[config.mk]
export PLATFORM = sky130hd
export DESIGN_NAME = inst_encoder
export DESIGN_NICKNAME = d
export VERILOG_FILES = /design/src/rtl/inst_encoder.sv
export SDC_FILE = /design/constraint.sdc
export NUM_CORES = 1
export LEC_CHECK = 0
export ABC_AREA = 1
export CORE_UTILIZATION = 48
export CTS_CLUSTER_SIZE = 28
export DETAILED_ROUTE_END_ITERATION = 8
export PLACE_DENSITY = 0.86
export SLEW_MARGIN = 20
export SYNTH_ARGS = -nofsm -noshare
export SYNTH_HDL_FRONTEND = slang
export SYNTH_SLANG_ARGS = --single-unit
[constraint.sdc]
create_clock -name clk -period 2.21 [get_ports clk]
set_input_delay 0.3315 -clock clk [delete_from_list [all_inputs] [get_ports clk]]
set_output_delay 0.3315 -clock clk [all_outputs]
set_load 0.05 [all_outputs]
[src/rtl/inst_encoder.sv]
// RV32I instruction encoder: packs decoded fields (opcode, regs, functs, sign-extended
// immediate) into a 32-bit word behind a single back-pressurable output register.
package my_pkg;
    localparam int DATA_WIDTH = 32;
endpackage

module inst_encoder
    import my_pkg::*;
#(
    parameter int CNT_WIDTH = 16
) (
    input  logic                  clk,
    input  logic                  rst_n,
    input  logic                  in_valid,
    output logic                  in_ready,
    input  logic [6:0]            in_opcode,
    input  logic [4:0]            in_rd,
    input  logic [4:0]            in_rs1,
    input  logic [4:0]            in_rs2,
    input  logic [2:0]            in_funct3,
    input  logic [6:0]            in_funct7,
    input  logic [DATA_WIDTH-1:0] in_imm,
    output logic                  out_valid,
    input  logic                  out_ready,
    output logic [DATA_WIDTH-1:0] out_inst,
    output logic                  out_err,
    input  logic                  cnt_clr,
    output logic [CNT_WIDTH-1:0]  enc_cnt,
    output logic [CNT_WIDTH-1:0]  err_cnt
);

    typedef enum logic [2:0] {
        FMT_R, FMT_I, FMT_S, FMT_B, FMT_U, FMT_J, FMT_BAD
    } fmt_e;

    fmt_e                  w_fmt;
    logic                  w_sext_11;
    logic                  w_sext_12;
    logic                  w_sext_20;
    logic                  w_err;
    logic [DATA_WIDTH-1:0] w_inst;
    logic                  w_accept;

    logic                  r_out_valid;
    logic [DATA_WIDTH-1:0] r_out_inst;
    logic                  r_out_err;
    logic [CNT_WIDTH-1:0]  r_enc_cnt;
    logic [CNT_WIDTH-1:0]  r_err_cnt;

    always_comb begin
        unique case (in_opcode)
            7'b0110011:                         w_fmt = FMT_R;
            7'b0010011, 7'b0000011, 7'b1100111: w_fmt = FMT_I;
            7'b0100011:                         w_fmt = FMT_S;
            7'b1100011:                         w_fmt = FMT_B;
            7'b0110111, 7'b0010111:             w_fmt = FMT_U;
            7'b1101111:                         w_fmt = FMT_J;
            default:                            w_fmt = FMT_BAD;
        endcase
    end

    // An immediate fits a signed field of width k+1 when bits [31:k] are all copies of the sign.
    assign w_sext_11 = (&in_imm[31:11]) | ~(|in_imm[31:11]);
    assign w_sext_12 = (&in_imm[31:12]) | ~(|in_imm[31:12]);
    assign w_sext_20 = (&in_imm[31:20]) | ~(|in_imm[31:20]);

    // NOTE: every signal written here gets a default first, so no path leaves it unassigned and no latch is inferred.
    always_comb begin
        w_err  = 1'b0;
        w_inst = '0;
        case (w_fmt)
            FMT_R: w_inst = {in_funct7, in_rs2, in_rs1, in_funct3, in_rd, in_opcode};
            FMT_I: begin
                w_err  = ~w_sext_11;
                w_inst = {in_imm[11:0], in_rs1, in_funct3, in_rd, in_opcode};
            end
            FMT_S: begin
                w_err  = ~w_sext_11;
                w_inst = {in_imm[11:5], in_rs2, in_rs1, in_funct3, in_imm[4:0], in_opcode};
            end
            FMT_B: begin
                w_err  = in_imm[0] | ~w_sext_12;
                w_inst = {in_imm[12], in_imm[10:5], in_rs2, in_rs1, in_funct3,
                          in_imm[4:1], in_imm[11], in_opcode};
            end
            FMT_U: begin
                w_err  = |in_imm[11:0];
                w_inst = {in_imm[31:12], in_rd, in_opcode};
            end
            FMT_J: begin
                w_err  = in_imm[0] | ~w_sext_20;
                w_inst = {in_imm[20], in_imm[10:1], in_imm[11], in_imm[19:12], in_rd, in_opcode};
            end
            default: w_err = 1'b1;
        endcase
        if (w_err) begin
            w_inst = '0;
        end
    end

    assign in_ready = ~r_out_valid | out_ready;
    assign w_accept = in_valid & in_ready;

    // NOTE: state registers use non-blocking assignments so every flop samples pre-edge values.
    always_ff @(posedge clk or negedge rst_n) begin
        if (!rst_n) begin
            r_out_valid <= 1'b0;
            r_out_inst  <= '0;
            r_out_err   <= 1'b0;
        end else if (w_accept) begin
            r_out_valid <= 1'b1;
            r_out_inst  <= w_inst;
            r_out_err   <= w_err;
        end else if (out_ready) begin
            r_out_valid <= 1'b0;
        end
    end

    // A clear coinciding with an accept wins; the accepted bundle is not counted.
    always_ff @(posedge clk or negedge rst_n) begin
        if (!rst_n) begin
            r_enc_cnt <= '0;
            r_err_cnt <= '0;
        end else if (cnt_clr) begin
            r_enc_cnt <= '0;
            r_err_cnt <= '0;
        end else if (w_accept) begin
            if (!w_err) begin
                r_enc_cnt <= r_enc_cnt + 1'b1;
            end else if (!(&r_err_cnt)) begin
                r_err_cnt <= r_err_cnt + 1'b1;
            end
        end
    end

    assign out_valid = r_out_valid;
    assign out_inst  = r_out_inst;
    assign out_err   = r_out_err;
    assign enc_cnt   = r_enc_cnt;
    assign err_cnt   = r_err_cnt;

endmodule
Word level (Yosys, flattened, before mapping)

Index checks and enable logic that the tools add are counted.

Output and inout port bits: 67
Register bits after elaboration: 66
Logic and storage cells: 67
Bits of input ports: 69

Mux-type cells: 13
Equal/unequal tests: 16
Add/subtract/negate cells: 2
Reduce and logical (&&, ||, !) cells: 17
Bitwise logic cells: 14

Operators with widths:

| cell                                                                  | count |
|---|---|
| 32-bit case mux with 6 select lines                                   | 1 |
| 16-bit 2-to-1 mux                                                     | 7 |
| 16-bit by 1-bit adder with 16-bit output, second input constant       | 2 |
| 32-bit 2-to-1 mux                                                     | 1 |
| 12-bit OR reduction                                                   | 2 |
| 7-bit by 6-bit equality test with 1-bit output, second input constant | 3 |
| 7-bit equality test, second input constant                            | 3 |
| 21-bit AND reduction                                                  | 1 |
| 21-bit OR reduction                                                   | 1 |
| 20-bit AND reduction                                                  | 1 |
| 20-bit OR reduction                                                   | 1 |
| 3-bit case mux with 6 select lines                                    | 1 |
| 16-bit AND reduction                                                  | 1 |
| 7-bit by 5-bit equality test with 1-bit output, second input constant | 2 |
| 12-bit AND reduction                                                  | 1 |
| 7-bit by 2-bit equality test with 1-bit output, second input constant | 1 |
| 1-bit inverter                                                        | 7 |
| 3-bit by 2-bit equality test with 1-bit output, second input constant | 2 |
| 3-bit equality test, second input constant                            | 2 |
| 1-bit bitwise OR                                                      | 6 |
| 2-bit nonzero test                                                    | 3 |
| 1-bit case mux with 5 select lines                                    | 1 |
| 2-bit != test, second input constant                                  | 2 |
| 2-bit OR reduction                                                    | 2 |
| 7 further kinds                                                       | 8 |

Longest topological paths before layout

Depth in word-level cells: 9
Depth in mapped cells: 20
Gate-level depth less buffers: 20

Worst setup path after synthesis

No wires, ideal clock.

Path type: in2reg
Start: in in_opcode[0]
End: reg r_err_cnt[12], in the netlist err_cnt[12]
Arrival time: 2.118 ns
Cell stages on the path: 19
Required time: 2.090 ns
Setup time: 0.120 ns
Setup slack: -0.028 ns
Buffers on the path: 1
Cells stage by stage: nand2_1 > nor2_1 > nand3_1 > nand2_2 > inv_1 > ha_1 > o21ai_2 > nor2_4 > nor2_4 > nand3_1 > nand2_1 > nand2_1 > nand2_1 > inv_2 > nand3_4 > nand3_4 > buf_6 > nand2_1 > nand2_1

Word-level cells in the longest chain between the ends: 8
Elaborated cells on any way between the ends: 22
Classes of those cells: eq/ne (14); mux (2); reduce/logical (6)

Ends and longest elaborated chain:

| what                                                                                                                    | RTL line | source |
|---|---|---|
| start, declared                                                                                                         | 16       | `input logic [6:0] in_opcode,` |
| 7-bit by 5-bit equality test with 1-bit output (tied with other cells)                                                  | 51       | `unique case (in_opcode)` |
| 3-bit OR reduction / 2-bit OR reduction (equally long branches)                                                         | 51       |  |
| 3-bit case mux with 6 select lines (*)                                                                                  | 51       |  |
| 3-bit by 2-bit equality test with 1-bit output / 3-bit by 1-bit equality test with 1-bit output (equally long branches) | 71       | `case (w_fmt)` |
| 2-bit OR reduction (no line)                                                                                            | -        |  |
| 1-bit case mux with 5 select lines (*)                                                                                  | 71       |  |
| 2-bit nonzero test (no line) (*)                                                                                        | -        |  |
| 3-bit AND reduction (no line) (*)                                                                                       | -        |  |
| end signal, assigned                                                                                                    | 131      | `r_err_cnt <= r_err_cnt + 1'b1;` |
| end, declared                                                                                                           | 48       | `logic [CNT_WIDTH-1:0] r_err_cnt;` |

Every way passes the cells marked *; elsewhere a longest branch is shown, timed or not.
A chain may end at the register's enable or synchronous reset.

Final worst setup path

Start: in in_imm[20]
End: reg r_err_cnt[10], in the netlist err_cnt[10]

Word-level cells in the longest chain between the ends: 8
Elaborated cells on any way between the ends: 20
Classes of those cells: mux (1); bitwise (11); reduce/logical (8)

Ends and longest elaborated chain:

| what                                                              | RTL line | source |
|---|---|---|
| start, declared                                                   | 22       | `input logic [DATA_WIDTH-1:0] in_imm,` |
| 20-bit OR reduction / 12-bit OR reduction (equally long branches) | 64, 65   |  |
| 1-bit inverter (on tied branches)                                 | 64, 65   |  |
| 1-bit bitwise OR (on tied branches)                               | 64, 65   |  |
| 1-bit inverter (on tied branches)                                 | 82, 91   |  |
| 1-bit bitwise OR (on tied branches)                               | 82, 91   |  |
| 1-bit case mux with 5 select lines (*)                            | 71       |  |
| 2-bit nonzero test (no line) (*)                                  | -        |  |
| 3-bit AND reduction (no line) (*)                                 | -        |  |

Marked as above.

==> flow_summary.toml <==
[worst_setup_path]
cp_common_cell = "nand2_1"
crit_path_top_delay_cell = "clkdlybuf4s50_1"
arrival_ps = 2320
reg2reg_slack_ps = 200
cp.required_ps = 2450
startpoint_type = "input port"
max_stage_delay_ps = 470
crit_family = "buffers and inverters"
path_buf_inv = 5
cp_cell_sequence = "clkdlybuf4s50_1, buf_4, nor2_1, nand3_1, nor2_2, nand3_1, nand2_1, inv_1, nand2_1, nand2_1, inv_4, nand3_4, buf_12, nand4_1, nand2_1"
worstReg2RegStart = "err_cnt[1]"
cp_max_fo = 7
rr_worst_depth = 7
crit_cells = 15
criticalPathCategory = "in2reg"
r2r_end = "err_cnt[11]"
cp-end-kind = "register"

[clock_tree]
cts_root_buf = "clkbuf_8"
cts_max_level = 3
cts_buffer_depth = 2
clock_latency_ps = 350
cts_tree = "done"
cts_buffers = 9
cts_sinks = 66
cts.reportedPaths.clkPinSlew_ps = 80

[detailed_routing]
num_vias = 5079
route.met3.wl_microns = 929
vias_per_cell = 5.37
drt_iter0_drc = 302
m1WireLength_microns = 5720
wire_per_inst_microns = 14.7
drt-total-wl_microns = 13900
firstDrtPassIters = 5
met2WireLength_microns = 6840
highest_layer = "met4"
drc_errors = 0
antenna_left = 0

[yosys]
synthTopCellsByArea = "dfrtp_1 38%, nand2_1 22%, nor2_1 5.5%, nand3_1 5.4%, xor2_1 4.0%"
synthesis.instances = 635
synth_top_cell_area_share = 0.377
synth_common_cells = "255 x nand2_1, 66 x dfrtp_1, 64 x nor2_1"
yosys_warnings = 0
synth_top_area_cell = "dfrtp_1"
syn_nets = 707
yosysUniqueCellTypes = 35
async_flop_share = 1.00
syn_area_per_cell_sq_um = 6.89
syn-cell-area_sq_mm = 0.00438
ys_seq_area_frac = 0.377
synth_edf_count = 0
ys.flop_type = "dfrtp_1"
synth.most_common_cell = "nand2_1"
ys_ff_latch = 66

[worst_hold_path]
hold_class = "in2reg"
hold_start = "in_opcode[1]"
holdPathEnd = "out_inst[1]"
hold_path_depth = 3

[flow_run]
max_cap_viol_count = 0

[finish]
finalNetCount = 905
drive_above_1_share = 0.168
area.sequential_sq_mm = 0.00165
diodes = 0
n_fill_cell = 614
final_area_sq_mm = 0.00669
area_delta_synth_final_pct = 52.8
fin_cells = 946
multi_input_area_sq_mm = 0.00253

[die]
dieHeight_microns = 97.5
die_w_microns = 97.5
rows = 34
start_util = 0.499
die-area_sq_mm = 0.00950
io_pins = 136
core_region_area_sq_mm = 0.00876

[placed_design]
dp_cells = 918
gp_congestion = 0.941
placed_area_sq_mm = 0.00623
port_buffers = 135
dp_hpwl_microns = 10000

[sta]
slew_viol_final = 0
setup_tns_ps = 0
worstMarginPinSlew_ps = 592
hold_viol = 0
min_period_over_period = 0.940
layout_min_cycle_time_ps = 2080
fmax_mhz = 482
clock_skew_ps = 15.6
finalSetupViolCount = 0
relSlewSlack = 0.604

[power]
power_mw = 3.02
power.internal_mw = 2.20
power.net_switching_mw = 0.818
p_per_area_mw_per_mm2 = 452
leakage_nw = 3.19
pwr-share-comb = 0.164
pwr-share-clk = 0.431
ir_worst_vdd_v = 0.000336
switching_share = 0.271
power_frac_seq = 0.405

[global_routing]
track_usage = 0.300
grt_max_degree = 48
first_global_vias = 5126
antenna_found_initial = 0
grt_pass1_wl_microns = 23200
grt-ovfl-total = 0

[run_status]
status = "complete, no violations"
layout make-up:
class | instances | area share
sequential | 66 | 0.247
inverter | 51 | 0.0298
tap | 108 | 0.0202
timing repair buffer | 204 | 0.288
clock buffer | 9 | 0.0185
clock inverter | 7 | 0.0189
multi-input combinational | 501 | 0.378
stage by stage:
stage,util,worst slack [ps],hold slack (ps)
after floorplan,-,4.00,35.9
after global placement,0.710,-444,321
after detailed placement,0.710,-538,322
after CTS,0.752,74.7,384
after global routing,0.763,-19.5,242
final,0.763,133,232
cells by family (layout without fill, tap and decap cells):
| kind of cell | Yosys count | in the layout | share of synthesized area |
|---|---|---|---|
| and+or+nand+nor | 443 | 444 | 0.452 |
| buffers and inverters | 69 | 271 | 0.0681 |
| DFF | 66 | 66 | 0.377 |
| xor gates and xnor gates | 26 | 26 | 0.0520 |
| AOI/OAI and AO/OA | 24 | 24 | 0.0332 |
| muxes | 4 | 4 | 0.00915 |
| adders and majority gates | 3 | 3 | 0.00858 |
power by group through the flow:
| stage | logic (mW) | clock network (mW) | registers, mW |
|---|---|---|---|
| 6_report | 0.495 | 1.30 | 1.22 |
| 3_5_place_dp | 0.470 | 0 | 1.25 |
| 5_1_grt | 0.533 | 1.35 | 1.23 |
| 2_1_floorplan | 0.154 | 0 | 1.28 |
| 4_1_cts | 0.479 | 1.30 | 1.22 |
| 3_3_place_gp | 0.459 | 0 | 1.25 |
worst register-to-register path, delay by kind of cell, from the launching register on:
| kind | cells | cell delay [ps] |
|---|---|---|
| adders and majority gates | 1 | 230 |
| buffers and inverters | 1 | 320 |
| and+or+nand+nor | 5 | 940 |
| DFF | 1 | 420 |
flip-flops by register name (all words and copies together), names as in the netlist:
| name | count |
|---|---|
| err_cnt | 16 |
| out_valid | 1 |
| out_inst | 32 |
| out_err | 1 |
| enc_cnt | 16 |
worst max path at each step:
stage	startpoint	endpoint	slack (ps)
floorplan	in_opcode[4]	err_cnt[12]	4
global placement	in_opcode[2]	enc_cnt[13]	-440
detailed placement	in_opcode[2]	enc_cnt[13]	-540
CTS	in_opcode[3]	enc_cnt[12]	70
global route	in_imm[20]	err_cnt[10]	-20
finish	in_imm[20]	err_cnt[10]	130
what timing repair did:
action / 4_1_cts / 5_1_grt
setup buffers: 5 / 3
endpoints found under the setup margin: 65 / 65
gates resized for setup: 19 / 33
cloned: 2 / 1
hold buffers: 1 / 0
pin swaps: 6 / 17
hold endpoints to repair: 19 / 0
per-layer routing:
metal  global-route usage  up-vias
met3               0.0583       38
met4                0.154        0
met1                0.362     2363
met5                    0        -
met2                0.506      229
li1                     -     2449
cell usage in the layout, fill, tap and decap left out, types with 8 or more instances in the layout:
cell / n
nand2_2: 8
xor2_1: 20
clkbuf_8: 9
o21ai_0: 11
nand4_1: 26
clkdlybuf4s50_1: 122
nand2_1: 252
buf_4: 63
inv_1: 41
dfrtp_1: 66
nor3_1: 13
nor4_1: 10
nor2_1: 60
nand3_1: 44
inv_2: 8
Note: power is estimated with default switching activity, not from simulation.
